<file path="src/rtl/pipe_hazard_ctrl_pkg.sv">
// Shared encodings for the pipeline hazard controller.
// FSM states, forward-select codes and register address width.
package pipe_hazard_ctrl_pkg;

    localparam int REG_AW = 5;

    localparam logic [1:0] ST_RUN   = 2'b00;
    localparam logic [1:0] ST_STALL = 2'b01;
    localparam logic [1:0] ST_FLUSH = 2'b10;

    localparam logic [1:0] FWD_RF  = 2'b00;
    localparam logic [1:0] FWD_MEM = 2'b01;
    localparam logic [1:0] FWD_WB  = 2'b10;

endpackage

</file>
<file path="src/rtl/pipe_hazard_ctrl_match.sv">
// Producer/consumer register comparator; $0 never matches.
module hazard_match
    import pipe_hazard_ctrl_pkg::*;
(
    input  logic              regwrite_i,
    input  logic [REG_AW-1:0] rd_i,
    input  logic [REG_AW-1:0] rs_i,
    input  logic              use_i,
    output logic              match_o
);

    assign match_o = regwrite_i && use_i &&
                     (rd_i != '0) && (rd_i == rs_i);

endmodule

</file>
<file path="src/rtl/pipe_hazard_ctrl.sv">
// Hazard/sequencing controller for the five-stage pipeline.
// Define FORWARDING_EN to enable EX operand forwarding.
module pipe_hazard_ctrl
    import pipe_hazard_ctrl_pkg::*;
#(
    parameter int CNT_W = 32
) (
    input  logic              clk_i,
    input  logic              rst_i,
    input  logic [REG_AW-1:0] id_rs_i,
    input  logic [REG_AW-1:0] id_rt_i,
    input  logic              id_use_rs_i,
    input  logic              id_use_rt_i,
    input  logic [REG_AW-1:0] ex_rs_i,
    input  logic [REG_AW-1:0] ex_rt_i,
    input  logic [REG_AW-1:0] ex_rd_i,
    input  logic              ex_regwrite_i,
    input  logic              ex_memread_i,
    input  logic [REG_AW-1:0] mem_rd_i,
    input  logic              mem_regwrite_i,
    input  logic              mem_branch_taken_i,
    input  logic [REG_AW-1:0] wb_rd_i,
    input  logic              wb_regwrite_i,
    output logic              pc_write_o,
    output logic              if_id_write_o,
    output logic              if_id_flush_o,
    output logic              id_ex_flush_o,
    output logic              ex_mem_flush_o,
    output logic [1:0]        fwd_a_o,
    output logic [1:0]        fwd_b_o,
    output logic [1:0]        state_o,
    output logic [CNT_W-1:0]  stall_cnt_o,
    output logic [CNT_W-1:0]  flush_cnt_o,
    output logic              hazard_err_o
);

    logic m_ex_rs, m_ex_rt, m_wb_rs, m_wb_rt;
    logic stall_cond, stall, flush;
    logic [1:0] fwd_a_raw, fwd_b_raw;

    hazard_match u_ex_rs (.regwrite_i(ex_regwrite_i), .rd_i(ex_rd_i),
        .rs_i(id_rs_i), .use_i(id_use_rs_i), .match_o(m_ex_rs));
    hazard_match u_ex_rt (.regwrite_i(ex_regwrite_i), .rd_i(ex_rd_i),
        .rs_i(id_rt_i), .use_i(id_use_rt_i), .match_o(m_ex_rt));
    hazard_match u_wb_rs (.regwrite_i(wb_regwrite_i), .rd_i(wb_rd_i),
        .rs_i(id_rs_i), .use_i(id_use_rs_i), .match_o(m_wb_rs));
    hazard_match u_wb_rt (.regwrite_i(wb_regwrite_i), .rd_i(wb_rd_i),
        .rs_i(id_rt_i), .use_i(id_use_rt_i), .match_o(m_wb_rt));

`ifdef FORWARDING_EN
    logic f_mem_a, f_wb_a, f_mem_b, f_wb_b;

    // EX stage has no use bits, so consumers are always treated as reading
    hazard_match u_f_mem_a (.regwrite_i(mem_regwrite_i), .rd_i(mem_rd_i),
        .rs_i(ex_rs_i), .use_i(1'b1), .match_o(f_mem_a));
    hazard_match u_f_wb_a (.regwrite_i(wb_regwrite_i), .rd_i(wb_rd_i),
        .rs_i(ex_rs_i), .use_i(1'b1), .match_o(f_wb_a));
    hazard_match u_f_mem_b (.regwrite_i(mem_regwrite_i), .rd_i(mem_rd_i),
        .rs_i(ex_rt_i), .use_i(1'b1), .match_o(f_mem_b));
    hazard_match u_f_wb_b (.regwrite_i(wb_regwrite_i), .rd_i(wb_rd_i),
        .rs_i(ex_rt_i), .use_i(1'b1), .match_o(f_wb_b));

    assign stall_cond = (ex_memread_i && (m_ex_rs || m_ex_rt)) ||
                        m_wb_rs || m_wb_rt;
    assign fwd_a_raw = f_mem_a ? FWD_MEM : (f_wb_a ? FWD_WB : FWD_RF);
    assign fwd_b_raw = f_mem_b ? FWD_MEM : (f_wb_b ? FWD_WB : FWD_RF);
`else
    logic m_mem_rs, m_mem_rt;
    logic unused_ok;

    hazard_match u_mem_rs (.regwrite_i(mem_regwrite_i), .rd_i(mem_rd_i),
        .rs_i(id_rs_i), .use_i(id_use_rs_i), .match_o(m_mem_rs));
    hazard_match u_mem_rt (.regwrite_i(mem_regwrite_i), .rd_i(mem_rd_i),
        .rs_i(id_rt_i), .use_i(id_use_rt_i), .match_o(m_mem_rt));

    assign stall_cond = m_ex_rs || m_ex_rt || m_mem_rs ||
                        m_mem_rt || m_wb_rs || m_wb_rt;
    assign fwd_a_raw = FWD_RF;
    assign fwd_b_raw = FWD_RF;
    assign unused_ok = ^{ex_rs_i, ex_rt_i, ex_memread_i};
`endif

    logic [1:0]       state_q, state_d;
    logic [CNT_W-1:0] stall_cnt_q, stall_cnt_d;
    logic [CNT_W-1:0] flush_cnt_q, flush_cnt_d;
    logic [1:0]       wdog_q, wdog_d;
    logic             err_q, err_d;

    always_comb begin
        flush = 1'b0;
        stall = 1'b0;
        fwd_a_o = FWD_RF;
        fwd_b_o = FWD_RF;
        if (!rst_i) begin
            flush = mem_branch_taken_i;
            stall = stall_cond && !mem_branch_taken_i;
            fwd_a_o = fwd_a_raw;
            fwd_b_o = fwd_b_raw;
        end
        pc_write_o     = !stall;
        if_id_write_o  = !stall;
        if_id_flush_o  = flush;
        id_ex_flush_o  = flush || stall;
        ex_mem_flush_o = flush;
    end

    always_comb begin
        state_d = flush ? ST_FLUSH : (stall ? ST_STALL : ST_RUN);
        stall_cnt_d = stall_cnt_q;
        if (stall && (stall_cnt_q != '1))
            stall_cnt_d = stall_cnt_q + 1'b1;
        flush_cnt_d = flush_cnt_q;
        if (flush && (flush_cnt_q != '1))
            flush_cnt_d = flush_cnt_q + 1'b1;
        // Watchdog saturates at 3; a stall seen at 3 is the fourth in a row
        wdog_d = 2'd0;
        if (stall)
            wdog_d = (wdog_q == 2'd3) ? 2'd3 : wdog_q + 2'd1;
        err_d = err_q || (stall && (wdog_q == 2'd3));
    end

    always_ff @(posedge clk_i) begin
        if (rst_i) begin
            state_q     <= ST_RUN;
            stall_cnt_q <= '0;
            flush_cnt_q <= '0;
            wdog_q      <= 2'd0;
            err_q       <= 1'b0;
        end else begin
            state_q     <= state_d;
            stall_cnt_q <= stall_cnt_d;
            flush_cnt_q <= flush_cnt_d;
            wdog_q      <= wdog_d;
            err_q       <= err_d;
        end
    end

    assign state_o      = state_q;
    assign stall_cnt_o  = stall_cnt_q;
    assign flush_cnt_o  = flush_cnt_q;
    assign hazard_err_o = err_q;

endmodule

</file>
<file path="config.mk">
export PLATFORM = sky130hd
export DESIGN_NAME = pipe_hazard_ctrl
export DESIGN_NICKNAME = d
export VERILOG_FILES = /design/src/rtl/pipe_hazard_ctrl_pkg.sv /design/src/rtl/pipe_hazard_ctrl_match.sv /design/src/rtl/pipe_hazard_ctrl.sv
export SDC_FILE = /design/constraint.sdc
export NUM_CORES = 1
export LEC_CHECK = 0
export ABC_CLOCK_PERIOD_IN_PS = 4019
export CORE_MARGIN = 10
export CORE_UTILIZATION = 30
export CTS_BUF_LIST = sky130_fd_sc_hd__clkbuf_8
export CTS_CLUSTER_SIZE = 24
export DETAILED_ROUTE_END_ITERATION = 7
export PLACE_DENSITY_LB_ADDON = 0.3
export SYNTH_ARGS = -nofsm -noshare
export SYNTH_HDL_FRONTEND = slang
export SYNTH_SLANG_ARGS = --single-unit
</file>
<file path="constraint.sdc">
create_clock -name clk_i -period 4.02 [get_ports clk_i]
set_input_delay 0.804 -clock clk_i [delete_from_list [all_inputs] [get_ports clk_i]]
set_output_delay 0.804 -clock clk_i [all_outputs]
set_load 0.05 [all_outputs]
</file>
==> impl_metrics.csv <==
group,metric,value,unit
place,place.gp.congestion,0.832,
route,drcViolationCount,0,
timing,hold_violations,0,
clocking,cts_sinks,69,
setup_path,criticalPathCategory,"input port to output pin",
global_route,antenna_found_initial,0,
die,die_width,134,um
global_route,grt_max_degree,38,
timing,rsz0062_at_grt,"no",
timing,finalCritPeriodShare,95.1,%
die,fp.coreArea,0.0126,mm^2
global_route,grt_pass1_wl,19.6,mm
clocking,hold_buffers,0,
cells_and_area,nFillCells,1316,
logic_synthesis,synth-edff-count,0,
logic_synthesis,synthSimpleGateAreaFrac,28.4,%
place,post-dp-hpwl,9.02,mm
clocking,cts_buffers,9,
logic_synthesis,syn_area_per_cell,8.12,um^2
pwr,p_leak,1.62,nW
die,start_util,30.6,%
logic_synthesis,synth_common_cells,"69 x dfxtp_1, 49 x xnor2_1, 38 x nor2_1",
logic_synthesis,synthXorXnorAreaFrac,12.5,%
route,drt_iter0_drc,229,
setup_path,start_kind,"input port",
logic_synthesis,syn_inst,476,
logic_synthesis,yosysSeqAreaShare,35.7,%
die,die_h,134,um
place,io_buffers,104,
route,wire_per_inst,16.4,um
job,drv_cap,0,
global_route,grtUsageTotal,13.1,%
timing,period_needed,3.82,ns
cells_and_area,final_nets,615,
setup_path,worstPathRequired,3.22,ns
logic_synthesis,async_reset_ff_share,0,%
logic_synthesis,ys_ff_latch,69,
route,num_vias,3940,
cells_and_area,num_antenna_cells,0,
cells_and_area,multiInputGateArea,0.00228,mm^2
setup_path,crit_path_end_kind,"output pin",
logic_synthesis,synthDominantCellAreaShare,35.7,%
cells_and_area,drive_gt1_share,6.45,%
logic_synthesis,synth.most_common_cell,"dfxtp_1",
clocking,postCtsSetupBuffers,0,
logic_synthesis,synth-adder-area-share,0.647,%
clocking,clk_latency,0.34,ns
logic_synthesis,synth.distinct_cells,41,
pwr,vdd_drop_max,208,uV
cells_and_area,register_area,0.00138,mm^2
clocking,cts-resized-gates,0,
timing,setup_viol,0,
route,vias_per_cell,5.28,
timing,fin_skew,0.00953,ns
route,first_pass_iters,5,
logic_synthesis,synth_flop_cell,"dfxtp_1",
die,fp-row-count,41,
timing,finalSetupTns,0,ns
clocking,cts_tree,"done",
logic_synthesis,synth_area,0.00387,mm^2
timing,slew_headroom,41.3,%
clocking,clkTransAtPathRegs,0.07,ns
cells_and_area,area_delta_synth_final,36.3,%
logic_synthesis,synth.area.top_cells,"dfxtp_1 36%, xnor2_1 11%, nand4_1 5.3%, a21oi_1 4.8%, nor2_1 3.7%",
timing,slew_viol_final,0,
logic_synthesis,synth_top_family_by_area,"simple AND/OR/NAND/NOR gates",
route,drt-total-wl,12.2,mm
outcome,status,"complete, no violations",
clocking,clockRootBuffer,"clkbuf_8",
setup_path,worstPathArrival,3.02,ns
global_route,grt_pass1_vias,3846,
die,die_area,0.0178,mm^2
timing,max_freq,262,MHz
pwr,power_density,282,mW/mm^2
cells_and_area,fin_cells,746,
global_route,overflow,0,
die,ios,120,
cells_and_area,final_util,41.8,%
logic_synthesis,synth_compound_area_share,16.1,%
logic_synthesis,synth_top_area_cell,"dfxtp_1",
clocking,h-tree-depth,3,
setup_path,cp_max_fo,18,
logic_synthesis,synth.area.mux_share,1.10,%
route,ant_nets,0,
place,dp.cells,730,
timing,worstMarginPinSlew,0.877,ns
clocking,cts_buffer_depth,2,
timing,whs,0.468,ns
logic_synthesis,yosys_warnings,0,
min_path,hp-class,"register to register",
-- layout by cell type (no fill, tap or decap), types with 6 or more instances in the layout --
| master | instances |
|---|---|
| or4_1 | 18 |
| o31ai_1 | 18 |
| nand2_1 | 27 |
| nor3_1 | 12 |
| dfxtp_1 | 69 |
| xnor2_1 | 49 |
| a21oi_1 | 37 |
| xor2_1 | 6 |
| nor2_1 | 38 |
| nand3_1 | 24 |
| o21ai_0 | 14 |
| nand4_1 | 33 |
| or3_1 | 16 |
| clkdlybuf4s50_1 | 98 |
| clkbuf_8 | 11 |
| buf_4 | 11 |
| inv_1 | 16 |
| and3_1 | 11 |
-- routing by layer --
metal | vias to the layer above | wire length, um | global-route usage (%)
li1 | 1936 | - | -
met1 | 1866 | 5200 | 15.2
met2 | 123 | 6000 | 22.2
met3 | 15 | 886 | 4.62
met4 | 0 | 150 | 3.57
met5 | - | 0 | 0
-- final timing paths --
path	from	end	slack, ns	cells after the start
max	wb_rd_i[1]	id_ex_flush_o	0.20	7
min	wdog_q[1]$_SDFF_PP0_	wdog_q[0]$_SDFF_PP0_	0.47	2
max reg2reg	flush_cnt_o[0]$_SDFFE_PP0P_	flush_cnt_o[4]$_SDFFE_PP0P_	1.08	7
min reg2reg	wdog_q[1]$_SDFF_PP0_	wdog_q[0]$_SDFF_PP0_	0.47	2
-- area by class of cell --
class                   instances  share of cell area [%]
clock buffers                  11                    2.87
clock inverters                 5                    1.40
inverters                      15                    1.07
multi-input cells             362                    43.3
flip-flops and latches         69                    26.2
well taps                     172                    4.08
repair buffers                112                    21.0
-- cells by family (layout without fill, tap and decap cells) --
family                     count (synthesis)  in the layout
AOI/OAI and AO/OA                         98             98
buffers and inverters                     48            143
other                                      1              4
xor gates and xnor gates                  55             55
muxes                                      4              4
DFF                                       69             69
adders and majority gates                  2              2
and+or+nand+nor                          199            199
-- critical path, stage by stage --
cell and delay [ns]:
clkdlybuf4s50_1 0.48, or3_1 0.40, o311a_1 0.30, a222oi_1 0.43, buf_4 0.33, nand2_1 0.08, buf_4 0.19
-- flip-flops by register name, summed over array words and instances (netlist names) --
register / flops
flush_cnt_o: 32
hazard_err_o: 1
stall_cnt_o: 32
state_o: 2
wdog_q: 2
-- report_power, final --
part	internal [mW]	switching, mW
logic	0.0650	0.0850
clock network	0.379	0.268
registers	0.686	0.00361
total	1.13	0.357
-- metrics by stage --
| stage | total power, mW | instance area, um^2 | worst slack, ns |
|---|---|---|---|
| final | 1.49 | 5270 | 0.197 |
| after global routing | 1.54 | 5270 | 0.0933 |
| after floorplan | 0.789 | 3880 | 0.440 |
| after CTS | 1.50 | 5270 | 0.150 |
| after global placement | 0.854 | 5040 | 0.187 |
| after detailed placement | 0.856 | 5040 | 0.158 |
No activity file was read; power rests on OpenSTA's default activity.
